## src/rtl/seq_scan_pkg.sv

```systemverilog
// Shared types and width helpers for the serial pattern-scan controller.
package seq_scan_pkg;

  typedef enum logic [1:0] {
    IDLE   = 2'd0,
    SHIFT  = 2'd1,
    REPORT = 2'd2
  } scan_state_t;

  // Match counter must hold W-N+1 at most; W+1 values is a safe bound.
  function automatic int count_width(input int w);
    return $clog2(w + 1);
  endfunction

  function automatic int pos_width(input int w);
    return (w > 1) ? $clog2(w) : 1;
  endfunction

endpackage

```

## src/rtl/seq_shift_match.sv

```systemverilog
// N-bit history shift register with a fill counter that keeps bits from before
// the current word from ever producing a match.
module seq_shift_match #(
  parameter int N = 6
) (
  input  logic         clk,
  input  logic         reset_n,
  input  logic         clear,
  input  logic         shift_en,
  input  logic         bit_in,
  input  logic [N-1:0] pattern,
  output logic         match
);

  localparam int FW = $clog2(N + 1);

  logic [N-1:0]  history;
  logic [N-1:0]  history_next;
  logic [FW-1:0] fill;

  assign history_next = {history[N-2:0], bit_in};

  // Compare on the next history so the match lines up with the shifting edge;
  // fill >= N-1 means the incoming bit completes N bits of the current word.
  assign match = shift_en && (fill >= FW'(N - 1)) && (history_next == pattern);

  always_ff @(posedge clk or negedge reset_n) begin
    if (!reset_n) begin
      history <= '0;
      fill    <= '0;
    end else if (clear) begin
      history <= '0;
      fill    <= '0;
    end else if (shift_en) begin
      history <= history_next;
      if (fill != FW'(N)) fill <= fill + FW'(1);
    end
  end

endmodule

```

## src/rtl/seq_scan_ctrl.sv

```systemverilog
// Word-to-bit sequencer: accepts a word, scans it MSB-first through
// seq_shift_match, and reports match count / found / first position.
module seq_scan_ctrl
  import seq_scan_pkg::*;
#(
  parameter int N  = 6,
  parameter int W  = 32,
  parameter int CW = count_width(W),
  parameter int PW = pos_width(W)
) (
  input  logic              clk,
  input  logic              reset_n,
  input  logic              cfg_we,
  input  logic [N-1:0]      cfg_seq,
  input  logic              in_valid,
  output logic              in_ready,
  input  logic [W-1:0]      in_data,
  input  logic              abort,
  output logic              out_valid,
  input  logic              out_ready,
  output logic [CW-1:0]     out_count,
  output logic              out_found,
  output logic [PW-1:0]     out_first_pos,
  output logic              busy,
  output scan_state_t       debug_state
);

  localparam logic [PW-1:0] LAST_IDX = PW'(W - 1);

  scan_state_t   state;
  logic [N-1:0]  pattern;
  logic [W-1:0]  word;
  logic [PW-1:0] bit_idx;
  logic          accept;
  logic          shift_en;
  logic          match;

  // Handshakes: a transfer happens on a rising edge where valid and ready are
  // both high; in_ready depends only on state, and out_valid/outputs hold
  // steady until out_ready is seen.
  assign in_ready    = (state == IDLE);
  assign accept      = in_ready && in_valid;
  assign shift_en    = (state == SHIFT) && !abort;
  assign debug_state = state;

  seq_shift_match #(.N(N)) u_match (
    .clk      (clk),
    .reset_n  (reset_n),
    .clear    (accept),
    .shift_en (shift_en),
    .bit_in   (word[W-1]),
    .pattern  (pattern),
    .match    (match)
  );

  always_ff @(posedge clk or negedge reset_n) begin
    if (!reset_n) begin
      state         <= IDLE;
      pattern       <= '0;
      word          <= '0;
      bit_idx       <= '0;
      out_count     <= '0;
      out_found     <= 1'b0;
      out_first_pos <= '0;
      out_valid     <= 1'b0;
      busy          <= 1'b0;
    end else begin
      case (state)
        IDLE: begin
          // A pattern written on the accept edge is already in place for k=0.
          if (cfg_we) pattern <= cfg_seq;
          if (in_valid) begin
            word          <= in_data;
            bit_idx       <= '0;
            out_count     <= '0;
            out_found     <= 1'b0;
            out_first_pos <= '0;
            busy          <= 1'b1;
            state         <= SHIFT;
          end
        end
        SHIFT: begin
          if (abort) begin
            busy  <= 1'b0;
            state <= IDLE;
          end else begin
            word <= {word[W-2:0], 1'b0};
            if (match) begin
              out_count <= out_count + CW'(1);
              out_found <= 1'b1;
              if (!out_found) out_first_pos <= bit_idx;
            end
            if (bit_idx == LAST_IDX) begin
              out_valid <= 1'b1;
              state     <= REPORT;
            end else begin
              bit_idx <= bit_idx + PW'(1);
            end
          end
        end
        REPORT: begin
          if (out_ready) begin
            out_valid <= 1'b0;
            busy      <= 1'b0;
            state     <= IDLE;
          end
        end
        default: state <= IDLE;
      endcase
    end
  end

endmodule

```

## config.mk

```make
export PLATFORM = sky130hd
export DESIGN_NAME = seq_scan_ctrl
export DESIGN_NICKNAME = d
export VERILOG_FILES = /design/src/rtl/seq_scan_pkg.sv /design/src/rtl/seq_shift_match.sv /design/src/rtl/seq_scan_ctrl.sv
export SDC_FILE = /design/constraint.sdc
export NUM_CORES = 1
export LEC_CHECK = 0
export CORE_ASPECT_RATIO = 0.75
export CORE_MARGIN = 2
export CORE_UTILIZATION = 57
export CTS_BUF_LIST = sky130_fd_sc_hd__clkbuf_16
export DETAILED_ROUTE_END_ITERATION = 7
export GPL_TIMING_DRIVEN = 0
export PLACE_DENSITY = 0.86
export SLEW_MARGIN = 5
export SYNTH_ARGS = -nofsm -noshare
export SYNTH_HDL_FRONTEND = slang
export SYNTH_HIERARCHICAL = 1
export SYNTH_SLANG_ARGS = --single-unit
```

## constraint.sdc

```tcl
create_clock -name clk -period 5.7 [get_ports clk]
set_input_delay 1.71 -clock clk [delete_from_list [all_inputs] [get_ports clk]]
set_output_delay 1.71 -clock clk [all_outputs]
set_load 0.1 [all_outputs]
```

==> results.cfg, run 1 <==
[logic_synthesis]
ys_async_sr_fraction_pct = 100.0
synth_seq_cells = 67
ys_types = 47
avgSynthCellArea_sq_um = 10.40
ys.flop_type = dfrtp_1
synth_top_area_share_pct = 49.32
yosys_warnings = 6
yosys-top-cells-area = dfrtp_1 49%, mux2i_1 11%, nand2_1 6.1%
synth_area_sq_um = 3400
yosysSeqAreaShare_pct = 49.32
postSynthCellCount = 327
synth_fp_nets = 382
synth_top_area_cell = dfrtp_1
synth_edf_count = 0

[clock_network]
numCtsBuffers = 9
cts_tree = yes
cts_setup_buffers = 0
cts_root_buf = clkbuf_16
clkSinkCount = 67
cts_buffer_depth = 2
cts_resized = 0
cts_htree_levels = 3
postCtsHoldBufs = 0
clk_latency_ns = 0.33
clkTransAtPathRegs_ns = 0.05

[sta]
fmax_ghz = 0.2205
finalCritPeriodShare_pct = 79.57
worst_slew_pin_slew_ns = 1.177
relSlewSlack_pct = 20.84
rsz0062_at_grt = false
skew_ns = 0.006768
fin_tns_setup_ns = 0
whs_ns = 0.4830
slew_violations = 0
hold_violations = 0
setup_viol = 0
fin_crit_ns = 4.536

[critical_path]
reg2reg_slack_ns = 2.30
cp_max_fo = 9
worstSetupPathType = input port to flop
startpoint_type = input port
cp.arrival_ns = 4.75
end_kind = flop
worstPathRequired_ns = 5.91

[route]
detail_route.wl_per_cell_microns = 15.76
dr.pass1.iters = 4
vias = 2731
via_per_inst = 5.678
wl_microns = 7580
drtAntennaViolNets = 0
drc = 0
drt_iter0_drc = 68

[placed_design]
dp_hpwl_microns = 5202
portBuffers = 60
gp_congestion = 0.8033

[floorplanning]
io_pins = 61
start_util_pct = 58.66
die_h_microns = 70.88
core_sq_um = 5796
die_width_microns = 93.18
num_rows = 24
die_area_sq_um = 6604

[global_route]
grt_pass1_wl_microns = 12770
grt_pass1_vias = 2784
grt_max_degree = 68
grtUsageTotal_pct = 25.08
grt_antenna_before_repair = 0
grt-ovfl-total = 0

[power_and_ir_drop]
p_leak_nw = 1.989
max-vdd-ir-drop_v = 0.0002793
power.density_nw_per_um2 = 556.3

[final_layout]
post_route_cells_drive_above_1_share_pct = 11.66
nets = 453
syn_to_final_growth_pct = 29.11
fill_cells = 402
antenna-diode-count = 0

[flow_run]
maxCapViolations = 0

[worst_hold_path]
holdCritPathClass = flop to flop

[run_status]
status = complete, no violations
## cell usage after synthesis (3+ instances only)
master,number
xnor2_1,5
nor4b_1,3
inv_1,9
ha_1,11
a32oi_1,5
buf_2,8
nand2_1,55
a21oi_1,9
o211ai_1,4
nand4_1,5
nor2_1,9
clkbuf_1,3
nand3_1,10
mux2i_1,37
o21ai_0,41
mux2_2,8
dfrtp_1,67
## stage by stage
| step | util, % | total power [mW] | area [sq um] | setup slack (ns) | cells |
|---|---|---|---|---|---|
| finish | 75.73 | 2.442 | 4389 | 1.164 | 481 |
| CTS | 75.73 | 2.452 | 4389 | 1.230 | 481 |
| global placement | 70.70 | 1.833 | 4098 | 0.7019 | 465 |
| detailed placement | 70.66 | 1.887 | 4095 | 0.9336 | 465 |
| floorplan | - | 1.607 | 3400 | 1.996 | 327 |
| global route | 75.73 | 2.596 | 4389 | 0.7933 | 481 |
## path summary, 6_finish.rpt
check                      cells after the start            endpoint           start
setup / recovery                              10    out_first_pos[2]           abort
hold / removal                                 2            word[20]        word[20]
setup reg to reg                              12    out_first_pos[2]  debug_state[1]
hold reg to reg                                2            word[20]        word[20]
max in group asynchronous                      1  u_match/history[4]         reset_n
min in group asynchronous                      1        out_count[3]         reset_n
## critical path, cell delays in order
cell and delay (ns):
clkdlybuf4s50_1 0.54, or2b_1 0.33, inv_1 0.12, buf_6 0.16, o211ai_1 0.10, nor4_1 0.99
nand2b_1 0.28, nand4_1 0.23, a32oi_1 0.23, nand2_1 0.07
## sequential cells by signal, summed over array words and instances (netlist names)
| register | count |
|---|---|
| word | 32 |
| out_count | 6 |
| pattern | 6 |
| bit_idx | 5 |
| out_first_pos | 5 |
| u_match/history | 5 |
| u_match/fill | 3 |
| debug_state | 2 |
| busy | 1 |
| out_found | 1 |
| out_valid | 1 |
## where the power goes
part	internal, mW	switching [mW]	total, mW	leakage (nW)
registers	0.664	0.139	0.802	0.854
clock network	0.336	0.209	0.545	0.133
logic	0.404	0.691	1.10	1.00
## layout by cell type (no fill, tap or decap), types with 3 or more instances in the layout
| master | count |
|---|---|
| o21ai_0 | 41 |
| clkinvlp_4 | 3 |
| nor2_1 | 9 |
| ha_1 | 11 |
| o211ai_1 | 4 |
| nand3_1 | 10 |
| clkdlybuf4s50_1 | 59 |
| nand2_1 | 55 |
| a21oi_1 | 9 |
| mux2_2 | 8 |
| nor4b_1 | 3 |
| buf_2 | 8 |
| xnor2_1 | 5 |
| clkbuf_1 | 3 |
| dfrtp_1 | 67 |
| a32oi_1 | 5 |
| mux2i_1 | 37 |
| nand4_1 | 5 |
| clkbuf_16 | 9 |
| inv_1 | 9 |
## kinds of logic after synthesis
group	count (synthesis)	share of synthesized area, %
xor gates and xnor gates	7	1.803
DFF	67	49.32
muxes	45	13.54
AOI/OAI and AO/OA	67	12.15
buffers and inverters	26	3.791
adders and majority gates	11	4.049
and+or+nand+nor	104	15.35
## final cells by class
type	count	area (sq um)	area share [%]
Sequential cell	67	1677	38.20
Multi-Input combinational cell	234	1594	36.32
Timing Repair Buffer	60	598.1	13.63
Clock buffer	9	225.2	5.131
Tap cell	78	97.59	2.223
Buffer	17	95.09	2.166
Clock inverter	7	68.82	1.568
Inverter	9	33.78	0.7697
## metal layers
layer | share of wire (%) | wire (microns) | global-route usage, % | vias to the layer above
met5 | 0 | 0 | 0 | -
met4 | 2.7 | 208 | 9.967 | 0
met3 | 4.4 | 332 | 6.283 | 23
met2 | 50 | 3806 | 42.83 | 73
met1 | 43 | 3232 | 30.89 | 1335
li1 | - | - | - | 1300
(Power assumes the default switching activity.)
==> run 2: changes to the inputs <==
--- a/config.mk
+++ b/config.mk
@@ -7,11 +7,11 @@
 export LEC_CHECK = 0
 export CORE_ASPECT_RATIO = 0.75
 export CORE_MARGIN = 2
-export CORE_UTILIZATION = 57
+export CORE_UTILIZATION = 53
 export CTS_BUF_LIST = sky130_fd_sc_hd__clkbuf_16
 export DETAILED_ROUTE_END_ITERATION = 7
 export GPL_TIMING_DRIVEN = 0
-export PLACE_DENSITY = 0.86
+export PLACE_DENSITY = 0.8
 export SLEW_MARGIN = 5
 export SYNTH_ARGS = -nofsm -noshare
 export SYNTH_HDL_FRONTEND = slang
==> constraint.sdc (replaced) <==
create_clock -name clk -period 4.6 [get_ports clk]
set_input_delay 1.38 -clock clk [delete_from_list [all_inputs] [get_ports clk]]
set_output_delay 1.38 -clock clk [all_outputs]
set_load 0.1 [all_outputs]
==> results.cfg, run 2 (synthesis results as in run 1) <==
[critical_path]
crit_end = out_first_pos[0]
crit_start = abort
ff2ff_path_depth = 12
reg2reg_slack_ns = 1.00
cp_max_fo = 9
startpoint_type = input port
worstSetupPathType = input port to flop
worstPathRequired_ns = 4.82
cp.arrival_ns = 4.59
rr_endpoint = out_first_pos[0]
rr_startpoint = debug_state[1]
end_kind = flop

[sta]
worst_slack_ns = 0.2285
finalCritPeriodShare_pct = 95.03
skew_ns = 0.008907
hold_violations = 0
worst_slew_pin_slew_ns = 1.312
fin_crit_ns = 4.372
relSlewSlack_pct = 11.74
slew_violations = 0
fmax_ghz = 0.2288
setup_viol = 0
rsz0062_at_grt = false

[final_layout]
syn_to_final_growth_pct = 28.97
design_area_sq_um = 4384
top_register = word
nets = 453
antenna-diode-count = 0
largest_reg_flops = 32
most-common-layout-cells = 67 x dfrtp_1, 59 x clkdlybuf4s50_1, 55 x nand2_1
post_route_cells_drive_above_1_share_pct = 11.66
fin_util_pct = 70.08
final_common_cell = dfrtp_1
reg_top3 = word (32), out_count (6), pattern (6)

[global_route]
grt_max_degree = 68
grt_pass1_vias = 2704
grt-ovfl-total = 0
grtUsageTotal_pct = 23.90
grt_antenna_before_repair = 0
grt_pass1_wl_microns = 12940

[clock_network]
cts_tree = yes
clk_latency_ns = 0.33
clkSinkCount = 67
numCtsBuffers = 9
cts_resized = 0
cts_root_buf = clkbuf_16
cts_setup_buffers = 0
clkTransAtPathRegs_ns = 0.06
cts_htree_levels = 3
postCtsHoldBufs = 0
cts_buffer_depth = 2

[power_and_ir_drop]
max-vdd-ir-drop_v = 0.0005193
p_leak_nw = 2.000
power.density_nw_per_um2 = 686.6

[route]
routed-wl-met3_microns = 334
dr.pass1.iters = 4
drtAntennaViolNets = 0
detail_route.wl_per_cell_microns = 16.24
vias = 2705
via_per_inst = 5.589
drt_iter0_drc = 213
dr_wl_met2_microns = 3790
highest_layer = met4
wl_met1_microns = 3614
drc = 0
wl_microns = 7862

[floorplanning]
io_pins = 61
core_sq_um = 6256
start_util_pct = 54.34
num_rows = 25
die_h_microns = 73.36
die_width_microns = 96.48
die_area_sq_um = 7078

[placed_design]
dp_hpwl_microns = 5373
portBuffers = 60
place_area_sq_um = 4099
gp_congestion = 0.8209
place_ws_ns = 0.01159

[flow_run]
maxCapViolations = 0

[worst_hold_path]
holdCritPathClass = flop to flop

[run_status]
status = complete, no violations
[run 2: changes by cell type in the layout (fill, tap and decap cells not counted)]
cell and change:
clkinv_2 +3, clkinvlp_4 -2, clkinv_1 -1, clkinv_4 -1, inv_1 +1
[run 2: critical path, stage by stage]
cell             delay [ns]
clkdlybuf4s50_1        0.54
or2b_1                 0.32
inv_1                  0.10
buf_6                  0.15
o211ai_1               0.11
nor4_1                 1.10
nand2b_1               0.29
nand4_1                0.26
a32oi_1                0.25
nand2_1                0.08
[run 2: layout make-up]
type	instances	area, sq um
Fill cell	484	1872
Clock buffer	9	225.2
Sequential cell	67	1677
Tap cell	81	101.3
Timing Repair Buffer	60	598.1
Multi-Input combinational cell	234	1594
Clock inverter	7	60.06
Buffer	17	95.09
Inverter	9	33.78
[run 2: metal layers]
metal  vias to the layer above  track usage (%)
met1                      1341            32.69
met4                         0            7.042
li1                       1298                -
met2                        54            37.65
met3                        12            6.462
met5                         -                0
[run 2: worst min-delay path by stage]
stage | from | end | slack, ns | cells after the start
CTS | word[10] | word[10] | 0.48 | 2
floorplan | word[0] | word[0] | 0.45 | 2
detailed placement | word[10] | word[10] | 0.47 | 2
global placement | word[13] | word[13] | 0.46 | 2
finish | word[10] | word[10] | 0.48 | 2
global route | word[10] | word[10] | 0.51 | 2
[run 2: report_power, final]
group	switching [mW]	internal, mW
registers	0.172	0.823
clock network	0.251	0.412
logic	0.851	0.501
total	1.27	1.74
[run 2: per-stage QoR]
step	hold slack, ns	cells	power [mW]	setup TNS [ns]
2_1_floorplan	0.4496	327	1.991	0
3_3_place_gp	0.4616	468	2.281	-7.997
3_5_place_dp	0.4713	468	2.347	0
4_1_cts	0.4832	484	3.020	0
5_1_grt	0.5097	484	3.198	0
6_report	0.4784	484	3.010	0
